`src/rtl/fb_swap_ctrl.sv`:
```
// fb_swap_ctrl: pixel-clock side controller for the double-buffered LCD
// framebuffer. Generates the raster read address, synchronises the writer's
// frame-complete toggle, and issues the buffer-swap strobe only at
// vertical-blank start so a frame is never torn on the panel.
module fb_swap_ctrl #(
    parameter int unsigned ADDR_W       = 32,
    parameter int unsigned FRAME_PIXELS = 76800,
    parameter int unsigned SWITCH_W     = 2,
    parameter int unsigned CNT_W        = 16
) (
    input  logic              clk,
    input  logic              rst_n,
    input  logic              de,
    input  logic              vblank_start,
    input  logic              wr_done_tgl,
    output logic [ADDR_W-1:0] rad,
    output logic              switch,
    output logic              front,
    output logic              wr_ack_tgl,
    output logic              busy,
    output logic              overrun,
    output logic [CNT_W-1:0]  swap_count,
    output logic [CNT_W-1:0]  repeat_count
);

    localparam int unsigned       PCNT_W     = (SWITCH_W > 1) ? $clog2(SWITCH_W) : 1;
    localparam logic [ADDR_W-1:0] RAD_LAST   = ADDR_W'(FRAME_PIXELS - 1);
    localparam logic [PCNT_W-1:0] PCNT_LAST  = PCNT_W'(SWITCH_W - 1);

    typedef enum logic [1:0] {
        S_IDLE    = 2'd0,
        S_PENDING = 2'd1,
        S_PULSE   = 2'd2,
        S_HOLD    = 2'd3
    } state_t;

    state_t             r_state;
    state_t             w_state_nxt;

    logic               r_sync1;
    logic               r_sync2;
    logic               r_sync3;
    logic               w_req;

    logic [ADDR_W-1:0]  r_rad;
    logic [PCNT_W-1:0]  r_pcnt;
    logic               r_switch;
    logic               r_front;
    logic               r_wr_ack_tgl;
    logic               r_busy;
    logic               r_overrun;
    logic [CNT_W-1:0]   r_swap_count;
    logic [CNT_W-1:0]   r_repeat_count;

    logic [PCNT_W-1:0]  w_pcnt_nxt;
    logic               w_switch_nxt;
    logic               w_front_nxt;
    logic               w_wr_ack_nxt;
    logic               w_busy_nxt;
    logic               w_overrun_nxt;
    logic [CNT_W-1:0]   w_swap_count_nxt;
    logic [CNT_W-1:0]   w_repeat_count_nxt;

    // Bring the writer's toggle into the pixel domain; edge of sync2/sync3 is a one-cycle request
    always_ff @(posedge clk or negedge rst_n) begin
        if (!rst_n) begin
            r_sync1 <= 1'b0;
            r_sync2 <= 1'b0;
            r_sync3 <= 1'b0;
        end else begin
            r_sync1 <= wr_done_tgl;
            r_sync2 <= r_sync1;
            r_sync3 <= r_sync2;
        end
    end

    assign w_req = r_sync2 ^ r_sync3;

    // Raster read address: advance on active pixels, wrap at frame end, restart at vblank
    always_ff @(posedge clk or negedge rst_n) begin
        if (!rst_n) begin
            r_rad <= '0;
        end else if (vblank_start) begin
            r_rad <= '0;
        end else if (de) begin
            if (r_rad == RAD_LAST) begin
                r_rad <= '0;
            end else begin
                r_rad <= r_rad + 1'b1;
            end
        end
    end

    // Swap FSM state register together with the registered outputs it drives
    always_ff @(posedge clk or negedge rst_n) begin
        if (!rst_n) begin
            r_state        <= S_IDLE;
            r_pcnt         <= '0;
            r_switch       <= 1'b0;
            r_front        <= 1'b0;
            r_wr_ack_tgl   <= 1'b0;
            r_busy         <= 1'b0;
            r_overrun      <= 1'b0;
            r_swap_count   <= '0;
            r_repeat_count <= '0;
        end else begin
            r_state        <= w_state_nxt;
            r_pcnt         <= w_pcnt_nxt;
            r_switch       <= w_switch_nxt;
            r_front        <= w_front_nxt;
            r_wr_ack_tgl   <= w_wr_ack_nxt;
            r_busy         <= w_busy_nxt;
            r_overrun      <= w_overrun_nxt;
            r_swap_count   <= w_swap_count_nxt;
            r_repeat_count <= w_repeat_count_nxt;
        end
    end

    // Next state: a request waits for vblank, then the strobe runs and a one-cycle hold follows
    always_comb begin
        w_state_nxt = r_state;
        case (r_state)
            S_IDLE: begin
                if (w_req) begin
                    w_state_nxt = vblank_start ? S_PULSE : S_PENDING;
                end
            end
            S_PENDING: begin
                if (vblank_start) begin
                    w_state_nxt = S_PULSE;
                end
            end
            S_PULSE: begin
                if (r_pcnt == PCNT_LAST) begin
                    w_state_nxt = S_HOLD;
                end
            end
            S_HOLD: begin
                w_state_nxt = S_IDLE;
            end
            default: begin
                w_state_nxt = S_IDLE;
            end
        endcase
    end

    // Next values of the registered outputs; a request arriving while busy is dropped and flagged
    always_comb begin
        w_pcnt_nxt         = '0;
        w_switch_nxt       = 1'b0;
        w_front_nxt        = r_front;
        w_wr_ack_nxt       = r_wr_ack_tgl;
        w_busy_nxt         = r_busy;
        w_overrun_nxt      = r_overrun | (w_req && (r_state != S_IDLE));
        w_swap_count_nxt   = r_swap_count;
        w_repeat_count_nxt = r_repeat_count;
        case (r_state)
            S_IDLE: begin
                if (w_req) begin
                    w_busy_nxt   = 1'b1;
                    w_switch_nxt = vblank_start;
                end else if (vblank_start) begin
                    w_repeat_count_nxt = r_repeat_count + 1'b1;
                end
            end
            S_PENDING: begin
                w_switch_nxt = vblank_start;
            end
            S_PULSE: begin
                if (r_pcnt != PCNT_LAST) begin
                    w_switch_nxt = 1'b1;
                    w_pcnt_nxt   = r_pcnt + 1'b1;
                end
            end
            S_HOLD: begin
                w_front_nxt      = ~r_front;
                w_wr_ack_nxt     = ~r_wr_ack_tgl;
                w_swap_count_nxt = r_swap_count + 1'b1;
                w_busy_nxt       = 1'b0;
            end
            default: begin
                w_busy_nxt = 1'b0;
            end
        endcase
    end

    assign rad          = r_rad;
    assign switch       = r_switch;
    assign front        = r_front;
    assign wr_ack_tgl   = r_wr_ack_tgl;
    assign busy         = r_busy;
    assign overrun      = r_overrun;
    assign swap_count   = r_swap_count;
    assign repeat_count = r_repeat_count;

endmodule
```
`config.mk`:
```
export PLATFORM = sky130hd
export DESIGN_NAME = fb_swap_ctrl
export DESIGN_NICKNAME = d
export VERILOG_FILES = /design/src/rtl/fb_swap_ctrl.sv
export SDC_FILE = /design/constraint.sdc
export NUM_CORES = 1
export LEC_CHECK = 0
export CORE_MARGIN = 2
export CORE_UTILIZATION = 58
export CTS_CLUSTER_DIAMETER = 150
export CTS_CLUSTER_SIZE = 25
export DETAILED_ROUTE_END_ITERATION = 16
export DONT_BUFFER_PORTS = 1
export GPL_ROUTABILITY_DRIVEN = 1
export GPL_TIMING_DRIVEN = 0
export PLACE_DENSITY = 0.74
export RECOVER_POWER = 100
export SETUP_SLACK_MARGIN = 0.02
export SLEW_MARGIN = 40
export SYNTH_ARGS = -nofsm -noshare
export SYNTH_HDL_FRONTEND = slang
export SYNTH_SLANG_ARGS = --single-unit
```
`constraint.sdc`:
```
create_clock -name clk -period 2.55 [get_ports clk]
set_input_delay 0.255 -clock clk [delete_from_list [all_inputs] [get_ports clk]]
set_output_delay 0.255 -clock clk [all_outputs]
set_load 0.01 [all_outputs]
```
==> results of run 1 <==
## layout make-up
cell class	count	area (um2)
fill	511	2210
clock buffer	11	141.4
inverter	11	41.29
clock inverter	4	73.82
tap	77	96.34
multi-input combinational	268	1754
sequential	75	1878
buffer	7	35.03
timing repair buffer	3	47.55
## synthesized netlist by cell type, types with 8 or more instances
library cell,n
o21ai_0,9
xor2_1,21
xnor2_1,26
inv_1,11
and3_1,9
ha_1,8
nand4_1,21
nand2_1,36
nor3_1,10
dfrtp_1,75
nor2_1,35
nand3_1,16
## per-layer routing
metal | up-vias | track usage
met2 | 88 | 0.3629
met1 | 1402 | 0.3277
li1 | 1318 | -
met4 | 0 | 0.09238
met5 | - | 0
met3 | 4 | 0.07023
## power breakdown
part | total (mW) | internal [mW] | switching [mW]
combinational | 0.442 | 0.195 | 0.247
clock | 0.998 | 0.575 | 0.423
sequential | 1.53 | 1.32 | 0.208
total | 2.97 | 2.09 | 0.878
## kinds of logic after synthesis
group / count (synthesis) / synth area share
AOI/OAI and AO/OA: 49 / 0.09285
xor gates and xnor gates: 47 / 0.1111
adders and majority gates: 8 / 0.02701
buffers and inverters: 19 / 0.02127
DFF: 75 / 0.5064
muxes: 2 / 0.006077
and+or+nand+nor: 162 / 0.2353
## registers in the layout (all words and copies together) (netlist names)
| register | flops |
|---|---|
| r_state | 2 |
| swap_count | 16 |
| repeat_count | 16 |
| r_pcnt | 1 |
| overrun | 1 |
| rad | 32 |
| busy | 1 |
| wr_ack_tgl | 1 |
| r_sync2 | 1 |
| r_sync3 | 1 |
| front | 1 |
| switch | 1 |
| r_sync1 | 1 |
## how the worst min path moves through the flow
stage            startpoint                     endpoint  slack (ns)  depth (start not counted)
5_1_grt        vblank_start  repeat_count[3]$_DFFE_PN0P_        0.19                          2
3_5_place_dp          rst_n           rad[7]$_DFFE_PN0P_       -0.04                          0
2_1_floorplan         rst_n             busy$_DFFE_PN0P_       -0.04                          0
4_1_cts        vblank_start  repeat_count[3]$_DFFE_PN0P_        0.16                          2
6_report       vblank_start  repeat_count[3]$_DFFE_PN0P_        0.18                          2
3_3_place_gp          rst_n           rad[7]$_DFFE_PN0P_       -0.04                          0
## what timing repair did
action / CTS / global route
setup endpoints to repair: 10 / 10
hold endpoints to repair: 76 / 0
hold buffers: 3 / 0
gates resized for setup: 0 / 4
pin swaps: 0 / 1
==> flow_metrics.env, run 1 <==
export IMPL_status="finished clean"
export IMPL_die_w_um=83.94
export IMPL_path_delay_family="simple AND/OR/NAND/NOR gates"
export IMPL_final_cell_mix="dfrtp_1, nand2_1, nor2_1"
export IMPL_clkSlewWorstSetupHoldPaths_ns=0.08
export IMPL_worstMarginPinSlew_ns=0.8011
export IMPL_syn_inst=362
export IMPL_ys_types=51
export IMPL_preCtsSetupSlack_ns=0.01873
export IMPL_place_area_um2=3807
export IMPL_synth_area_um2=3706
export IMPL_h_tree_depth=3
export IMPL_gp_congestion=0.8853
export IMPL_cp_end_kind="flop"
export IMPL_antenna_found_initial=0
export IMPL_rr_worst_depth=5
export IMPL_initial_core_util=0.5904
export IMPL_clock_skew_final_ns=0.006967
export IMPL_synth_top_area_frac=0.5064
export IMPL_dp_cells=439
export IMPL_r2r_start="rad[3]$_DFFE_PN0P_"
export IMPL_core_area_um2=6277
export IMPL_tns_ns=0
export IMPL_pwr_density_cell_nw_per_um2=730.7
export IMPL_crit_path_end="rad[29]$_DFFE_PN0P_"
export IMPL_clockBufferDepth=2
export IMPL_drive_above_1_share=0.08971
export IMPL_synth_edff_count=0
export IMPL_path_cells="nand4_1 > nor4_1 > nand4_1 > or4_1 > nand3_1"
export IMPL_die_area_um2=7045
export IMPL_seq_area_frac_synth=0.5064
export IMPL_drt_iter0_markers=190
export IMPL_synthTopCellsByArea="dfrtp_1, xnor2_1, xor2_1"
export IMPL_port_buffers=0
export IMPL_nNetsFinal=388
export IMPL_cp_depth=5
export IMPL_cts_tree="done"
export IMPL_grt_overflow=0
export IMPL_die_h_um=83.94
export IMPL_cp_start_kind="flop"
export IMPL_max_freq_mhz=412.1
export IMPL_fin_ws_ns=0.1235
export IMPL_p_leak_nw=1.788
export IMPL_cp_data_arrival_time_ns=2.70
export IMPL_cp_startpoint="rad[3]$_DFFE_PN0P_"
export IMPL_route_met2_wl_um=3861
export IMPL_avgSynthCellArea_um2=10.24
export IMPL_mostFrequentLayoutCell="dfrtp_1"
export IMPL_grt_pass1_vias=2696
export IMPL_worstPathRequired_ns=2.82
export IMPL_synth_seq_cells=75
export IMPL_holdWs_ns=0.1815
export IMPL_grt_usage=0.2399
export IMPL_vias=2812
export IMPL_path_class="reg -> reg"
export IMPL_vias_per_cell=6.167
export IMPL_cts_setup_buffers=0
export IMPL_worst_path_max_delay_cell="nor4_1"
export IMPL_clock_sinks=75
export IMPL_r2r_end="rad[29]$_DFFE_PN0P_"
export IMPL_rsz0062_at_grt="false"
export IMPL_wl_per_cell_um=17.49
export IMPL_final_setup_viol_count=0
export IMPL_grt_pass1_wl_um=13540
export IMPL_maxSlewHeadroom=0.4610
export IMPL_final_hold_viol_count=0
export IMPL_io_pins=74
export IMPL_slew_violations=0
export IMPL_utilization=0.6480
export IMPL_synthFlopType="dfrtp_1"
export IMPL_syn_num_nets=375
export IMPL_peakVddDrop_v=0.0004218
export IMPL_wirelength_um=7975
export IMPL_clk_latency_ns=0.34
export IMPL_design_area_um2=4068
export IMPL_rows=29
export IMPL_period_needed_ns=2.426
export IMPL_fin_crit_sh=0.9516
export IMPL_root_buffer="clkbuf_8"
export IMPL_yosysTopAreaCell="dfrtp_1"
export IMPL_cts_buffers=9
export IMPL_max_stage_delay_ns=0.76
export IMPL_power_mw=2.972
export IMPL_cap_violations=0
export IMPL_crit_fanout=6
export IMPL_path_buf_inv=0
export IMPL_drc=0
export IMPL_hpwl_um=5529
export IMPL_wl_met1_um=3486
export IMPL_area_growth_syn_to_layout_pct=9.757
export IMPL_r2r_slack_ns=0.12
export IMPL_ant_nets=0
export IMPL_yosys_warnings=0
export IMPL_antennaDiodeCount=0
export IMPL_dr_pass1_iters=4
export IMPL_async_flop_share=1.000
export IMPL_route_met3_wl_um=577
export IMPL_hold_path_class="in -> reg"
export IMPL_cpMostUsedCell="nand4_1"
export IMPL_grt_max_degree=76
export IMPL_top_layer_used="met4"
export IMPL_final_cells=456
(Power assumes the default switching activity.)
==> run 2, diff against run 1 <==
Settings changed: CORE_UTILIZATION 58 to 57, PLACE_DENSITY 0.74 to 0.75.
Clock period 2.55 ns to 2.2 ns, I/O delays scaled along.
==> run 2 against run 1 <==
The run now ends with setup timing left. Sequential share of layout area is 2.2 points lower. Critical path depth is 1 higher. Final cell count is 2.4% higher. Setup slack worse by 0.13 ns. Die area is 1.7% higher. Non-clock buffer count is 11 higher. Fmax is 10% higher. Via count is 5.6% higher. Clock power is 4% higher. Cell area is 6.1% higher. Register-to-register slack worse by 0.13 ns. Sequential power is 17% higher. Largest cell class is now multi-input gates. Highest routed layer unchanged.
==> flow_metrics.env, run 2 (synthesized netlist as in run 1, its figures left out) <==
export IMPL_io_pins=74
export IMPL_period_needed_ns=2.204
export IMPL_cap_violations=0
export IMPL_drc=0
export IMPL_grtUsageMet2=0.3744
export IMPL_cp_data_arrival_time_ns=2.43
export IMPL_p_leak_nw=1.859
export IMPL_combPwrFrac=0.169
export IMPL_cp_end_kind="flop"
export IMPL_place_area_um2=3809
export IMPL_grt_overflow=0
export IMPL_power_mw=3.399
export IMPL_crit_fanout=7
export IMPL_port_buffers=0
export IMPL_wl_per_cell_um=18.43
export IMPL_path_buf_inv=1
export IMPL_core_area_um2=6314
export IMPL_clkSlewWorstSetupHoldPaths_ns=0.08
export IMPL_clock_skew_final_ns=0.01190
export IMPL_slew_violations=0
export IMPL_internal_power_mw=2.313
export IMPL_grt_max_degree=76
export IMPL_p_sw_frac=0.3195
export IMPL_nNetsFinal=399
export IMPL_final_setup_viol_count=1
export IMPL_dr_pass1_iters=4
export IMPL_final_cell_mix="dfrtp_1, nand2_1, nor2_1"
export IMPL_h_tree_depth=3
export IMPL_cp_start_kind="flop"
export IMPL_design_area_um2=4317
export IMPL_mostFrequentLayoutCell="dfrtp_1"
export IMPL_preCtsSetupSlack_ns=-0.3863
export IMPL_drive_above_1_share=0.2103
export IMPL_clockBufferDepth=2
export IMPL_hpwl_um=5598
export IMPL_vias=2969
export IMPL_maxSlewHeadroom=0.3324
export IMPL_path_class="reg -> reg"
export IMPL_area_growth_syn_to_layout_pct=16.48
export IMPL_worstPathRequired_ns=2.43
export IMPL_tns_ns=-0.004416
export IMPL_peakVddDrop_v=0.0007113
export IMPL_violations="setup timing"
export IMPL_max_stage_delay_ns=0.57
export IMPL_rsz0062_at_grt="true"
export IMPL_wirelength_um=8608
export IMPL_clock_sinks=75
export IMPL_grt_pass1_wl_um=13740
export IMPL_switchingPower_mw=1.086
export IMPL_antennaDiodeCount=0
export IMPL_path_cells="or4_4 > nor4_4 > buf_4 > a211oi_4 > and4_1 > a311o_1"
export IMPL_hold_path_class="in -> reg"
export IMPL_vias_per_cell=6.358
export IMPL_initial_core_util=0.5870
export IMPL_grt_usage=0.2399
export IMPL_rows=29
export IMPL_die_area_um2=7163
export IMPL_final_cells=467
export IMPL_final_hold_viol_count=0
export IMPL_root_buffer="clkbuf_8"
export IMPL_max_freq_mhz=453.6
export IMPL_fin_crit_sh=1.002
export IMPL_worst_path_max_delay_cell="or4_4"
export IMPL_grt_pass1_vias=2779
export IMPL_die_h_um=84.64
export IMPL_antenna_found_initial=0
export IMPL_die_w_um=84.64
export IMPL_status="finished, violations left"
export IMPL_power_frac_clock=0.306
export IMPL_cts_buffers=9
export IMPL_cts_tree="done"
export IMPL_largest_register_ffs=32
export IMPL_fin_ws_ns=-0.004416
export IMPL_ant_nets=0
export IMPL_top_usage_layer="met2"
export IMPL_use_met3=0.07866
export IMPL_pwr_density_cell_nw_per_um2=787.5
export IMPL_clk_latency_ns=0.35
export IMPL_drt_iter0_markers=180
export IMPL_path_delay_family="simple AND/OR/NAND/NOR gates"
export IMPL_seq_power_share=0.525
export IMPL_worstMarginPinSlew_ns=1.001
export IMPL_met1_usage=0.3178
export IMPL_dp_cells=439
export IMPL_gp_congestion=0.8277
[run 2: changes by cell type in the layout (fill, tap and decap cells not counted), moves of 2 or more]
cell      previous run  this run
buf_4                0        10
clkbuf_1             6         3
clkbuf_4             0         2
dfrtp_1             74        57
dfrtp_2              1        18
ha_1                 8         6
ha_4                 0         2
nand3_1             16        14
nor3_1              10         8
nor3_2               0         2
o21ai_0              9         7
or4_1                3         1
or4_4                1         3
[run 2: final timing paths]
kind / end / cells after the start / startpoint / slack (ns)
max: rad[18]$_DFFE_PN0P_ / 6 / rad[26]$_DFFE_PN0P_ / -0.004
min: repeat_count[3]$_DFFE_PN0P_ / 2 / vblank_start / 0.13
max reg2reg: rad[18]$_DFFE_PN0P_ / 6 / rad[26]$_DFFE_PN0P_ / -0.004
min reg2reg: r_sync2$_DFF_PN0_ / 0 / r_sync1$_DFF_PN0_ / 0.35
max in group asynchronous: rad[18]$_DFFE_PN0P_ / 2 / rst_n / 0.85
min in group asynchronous: swap_count[4]$_DFFE_PN0P_ / 2 / rst_n / 0.66
[run 2: stage by stage]
step	utilization	hold WS, ns
4_1_cts	0.6681	0.1204
3_5_place_dp	0.6033	-0.07369
5_1_grt	0.6837	0.1418
6_report	0.6837	0.1274
3_3_place_gp	0.6033	-0.07383
2_1_floorplan	-	-0.07559
[run 2: layout make-up]
class / instances / area [um2]
well taps: 77 / 96.34
clock buffers: 9 / 123.9
flip-flops and latches: 75 / 1899
inverters: 11 / 41.29
clock inverters: 6 / 65.06
repair buffers: 14 / 122.6
plain buffers: 7 / 55.05
fillers: 460 / 1997
multi-input cells: 268 / 1913
[run 2: what timing repair did]
| item | in CTS | in global routing |
|---|---|---|
| buffers inserted | 7 | 3 |
| endpoints found under the setup margin | 28 | 24 |
| hold buffers | 3 | 0 |
| hold endpoints to repair | 76 | 0 |
| gates cloned | 1 | 0 |
| gates resized for setup | 33 | 23 |
| pin swaps | 8 | 11 |
[run 2: power groups by stage]
stage	Sequential [mW]	Combinational, mW	Clock, mW
2_1_floorplan	1.75	0.393	0
3_3_place_gp	1.80	0.447	0
3_5_place_dp	1.81	0.483	0
4_1_cts	1.78	0.543	1.06
5_1_grt	1.81	0.659	1.11
6_report	1.79	0.573	1.04
[run 2: layer usage]
| metal | vias up | share of wire | routed length (um) |
|---|---|---|---|
| met5 | - | 0 | 0 |
| met4 | 0 | 0.020 | 174 |
| met3 | 20 | 0.086 | 739 |
| met2 | 125 | 0.48 | 4128 |
| met1 | 1475 | 0.41 | 3566 |
| li1 | 1349 | - | - |
[run 2: worst reg2reg max path: cells and delay by family, from the launching register on]
| kind | cells | cell delay, ns |
|---|---|---|
| AOI/OAI and AO/OA | 2 | 0.41 |
| buffers and inverters | 1 | 0.19 |
| DFF | 1 | 0.47 |
| and+or+nand+nor | 3 | 1.02 |
==> run 3, diff against run 2 <==
Settings changed: GPL_TIMING_DRIVEN 0 to unset, SLEW_MARGIN 40 to 0.
==> run 3 against run 2 <==
Cell area is 0.58% higher. Largest power group unchanged. Total power rose by 7.9%. Core utilization increased by 0.40 points. Critical endpoint unchanged. The run now ends clean. Global-route usage is 0.26 points higher. Worst hold slack got worse by 0.079 ns.
==> flow_metrics.env, run 3 (synthesized netlist as in run 1, its figures left out) <==
export IMPL_status="finished clean"
export IMPL_max_stage_delay_ns=0.47
export IMPL_area_growth_syn_to_layout_pct=17.15
export IMPL_hold_path_class="in -> reg"
export IMPL_path_delay_family="simple AND/OR/NAND/NOR gates"
export IMPL_final_hold_viol_count=0
export IMPL_antennaDiodeCount=0
export IMPL_grt_overflow=0
export IMPL_io_pins=74
export IMPL_crit_fanout=5
export IMPL_final_cell_mix="dfrtp_1, nand2_1, nor2_1"
export IMPL_worstMarginPinSlew_ns=0.9950
export IMPL_multi_input_area_um2=1804
export IMPL_root_buffer="clkbuf_8"
export IMPL_die_w_um=84.64
export IMPL_cp_end_kind="flop"
export IMPL_hpwl_um=5845
export IMPL_cp_data_arrival_time_ns=2.37
export IMPL_gp_congestion=0.8844
export IMPL_max_freq_mhz=463.3
export IMPL_largest_register_ffs=32
export IMPL_peakVddDrop_v=0.0005906
export IMPL_mostFrequentLayoutCell="dfrtp_1"
export IMPL_final_setup_viol_count=0
export IMPL_drive_above_1_share=0.1446
export IMPL_rows=29
export IMPL_p_leak_nw=1.913
export IMPL_tns_ns=0
export IMPL_dr_pass1_iters=5
export IMPL_clock_sinks=75
export IMPL_die_h_um=84.64
export IMPL_fin_crit_sh=0.9811
export IMPL_worstPathRequired_ns=2.41
export IMPL_path_cells="ha_2 > or4bb_4 > nor4_4 > buf_4 > a211oi_4 > and4_1 > a311o_1"
export IMPL_drt_iter0_markers=240
export IMPL_die_area_um2=7163
export IMPL_maxSlewHeadroom=0.3367
export IMPL_core_area_um2=6314
export IMPL_cap_violations=0
export IMPL_wirelength_um=8484
export IMPL_clockBufferDepth=2
export IMPL_dp_cells=468
export IMPL_worst_path_max_delay_cell="or4bb_4"
export IMPL_final_cells=492
export IMPL_ant_nets=0
export IMPL_h_tree_depth=3
export IMPL_grt_pass1_vias=2807
export IMPL_grt_max_degree=76
export IMPL_period_needed_ns=2.158
export IMPL_path_buf_inv=1
export IMPL_rsz0062_at_grt="true"
export IMPL_wl_per_cell_um=17.24
export IMPL_drc=0
export IMPL_cp_start_kind="flop"
export IMPL_fill_cells=479
export IMPL_nNetsFinal=424
export IMPL_port_buffers=0
export IMPL_area_sequential_um2=1878
export IMPL_initial_core_util=0.5870
export IMPL_grt_pass1_wl_um=13920
export IMPL_pwr_density_cell_nw_per_um2=844.8
export IMPL_clkSlewWorstSetupHoldPaths_ns=0.08
export IMPL_antenna_found_initial=0
export IMPL_vias_per_cell=6.010
export IMPL_grt_usage=0.2425
export IMPL_cts_buffers=9
export IMPL_clk_latency_ns=0.34
export IMPL_clock_skew_final_ns=0.01229
export IMPL_path_class="reg -> reg"
export IMPL_vias=2957
export IMPL_cts_tree="done"
export IMPL_slew_violations=0
run 3: area by class of cell:
type                    instances  share of cell area
inverters                      11            0.009510
clock buffers                   9             0.02853
flip-flops and latches         75              0.4326
well taps                      77             0.02219
multi-input cells             268              0.4156
clock inverters                 6             0.03141
repair buffers                 46             0.06023
run 3: power by group:
part | switching (mW) | internal (mW)
registers | 0.232 | 1.53
logic | 0.293 | 0.236
clock network | 0.507 | 0.866
total | 1.03 | 2.64
run 3: per-stage QoR:
stage | utilization | cell area [um2] | hold WS (ns) | total power [mW] | setup slack, ns
6_report | 0.6877 | 4342 | 0.04838 | 3.668 | 0.04150
3_5_place_dp | 0.6413 | 4049 | -0.07334 | 2.301 | 0.03744
5_1_grt | 0.6877 | 4342 | 0.06878 | 3.871 | -0.03764
2_1_floorplan | - | 3712 | -0.07559 | 2.144 | 0.01821
3_3_place_gp | 0.6413 | 4049 | -0.07362 | 2.265 | 0.1032
4_1_cts | 0.6901 | 4357 | 0.03204 | 3.704 | 0.01793
run 3: metal layers:
metal / wire length [um] / vias up / part of all wire / global-route usage
li1: - / 1398 / - / -
met1: 3848 / 1438 / 0.45 / 0.3439
met2: 3921 / 114 / 0.46 / 0.3593
met3: 636 / 7 / 0.075 / 0.07178
met4: 77 / 0 / 0.0091 / 0.08081
met5: 0 / - / 0 / 0
run 3: worst paths after layout:
kind                                     from             endpoint  slack [ns]  depth (start not counted)
min                              vblank_start     switch$_DFF_PN0_        0.05                          2
max in group asynchronous               rst_n  rad[10]$_DFFE_PN0P_        0.82                          2
min in group asynchronous               rst_n  rad[16]$_DFFE_PN0P_        0.70                          2
max reg2reg                rad[1]$_DFFE_PN0P_  rad[18]$_DFFE_PN0P_        0.04                          7
max                        rad[1]$_DFFE_PN0P_  rad[18]$_DFFE_PN0P_        0.04                          7
min reg2reg                 r_sync1$_DFF_PN0_    r_sync2$_DFF_PN0_        0.36                          0
run 3: worst register-to-register path, delay by kind of cell (launching register included):
kind                     cells  cell delay, ns
adder cells (fa/ha/maj)      1            0.19
flip-flops                   1            0.37
AO/OA/AOI/OAI                2            0.39
buffers and inverters        1            0.19
AND/OR/NAND/NOR              3            0.90
run 3: repair_timing:
item / 4_1_cts / 5_1_grt
resized for setup: 0 / 14
gates cloned: 0 / 1
buffers inserted: 0 / 5
endpoints found under the hold margin: 76 / 0
hold buffers: 3 / 0
setup endpoints to repair: 1 / 15
pin swaps: 0 / 5
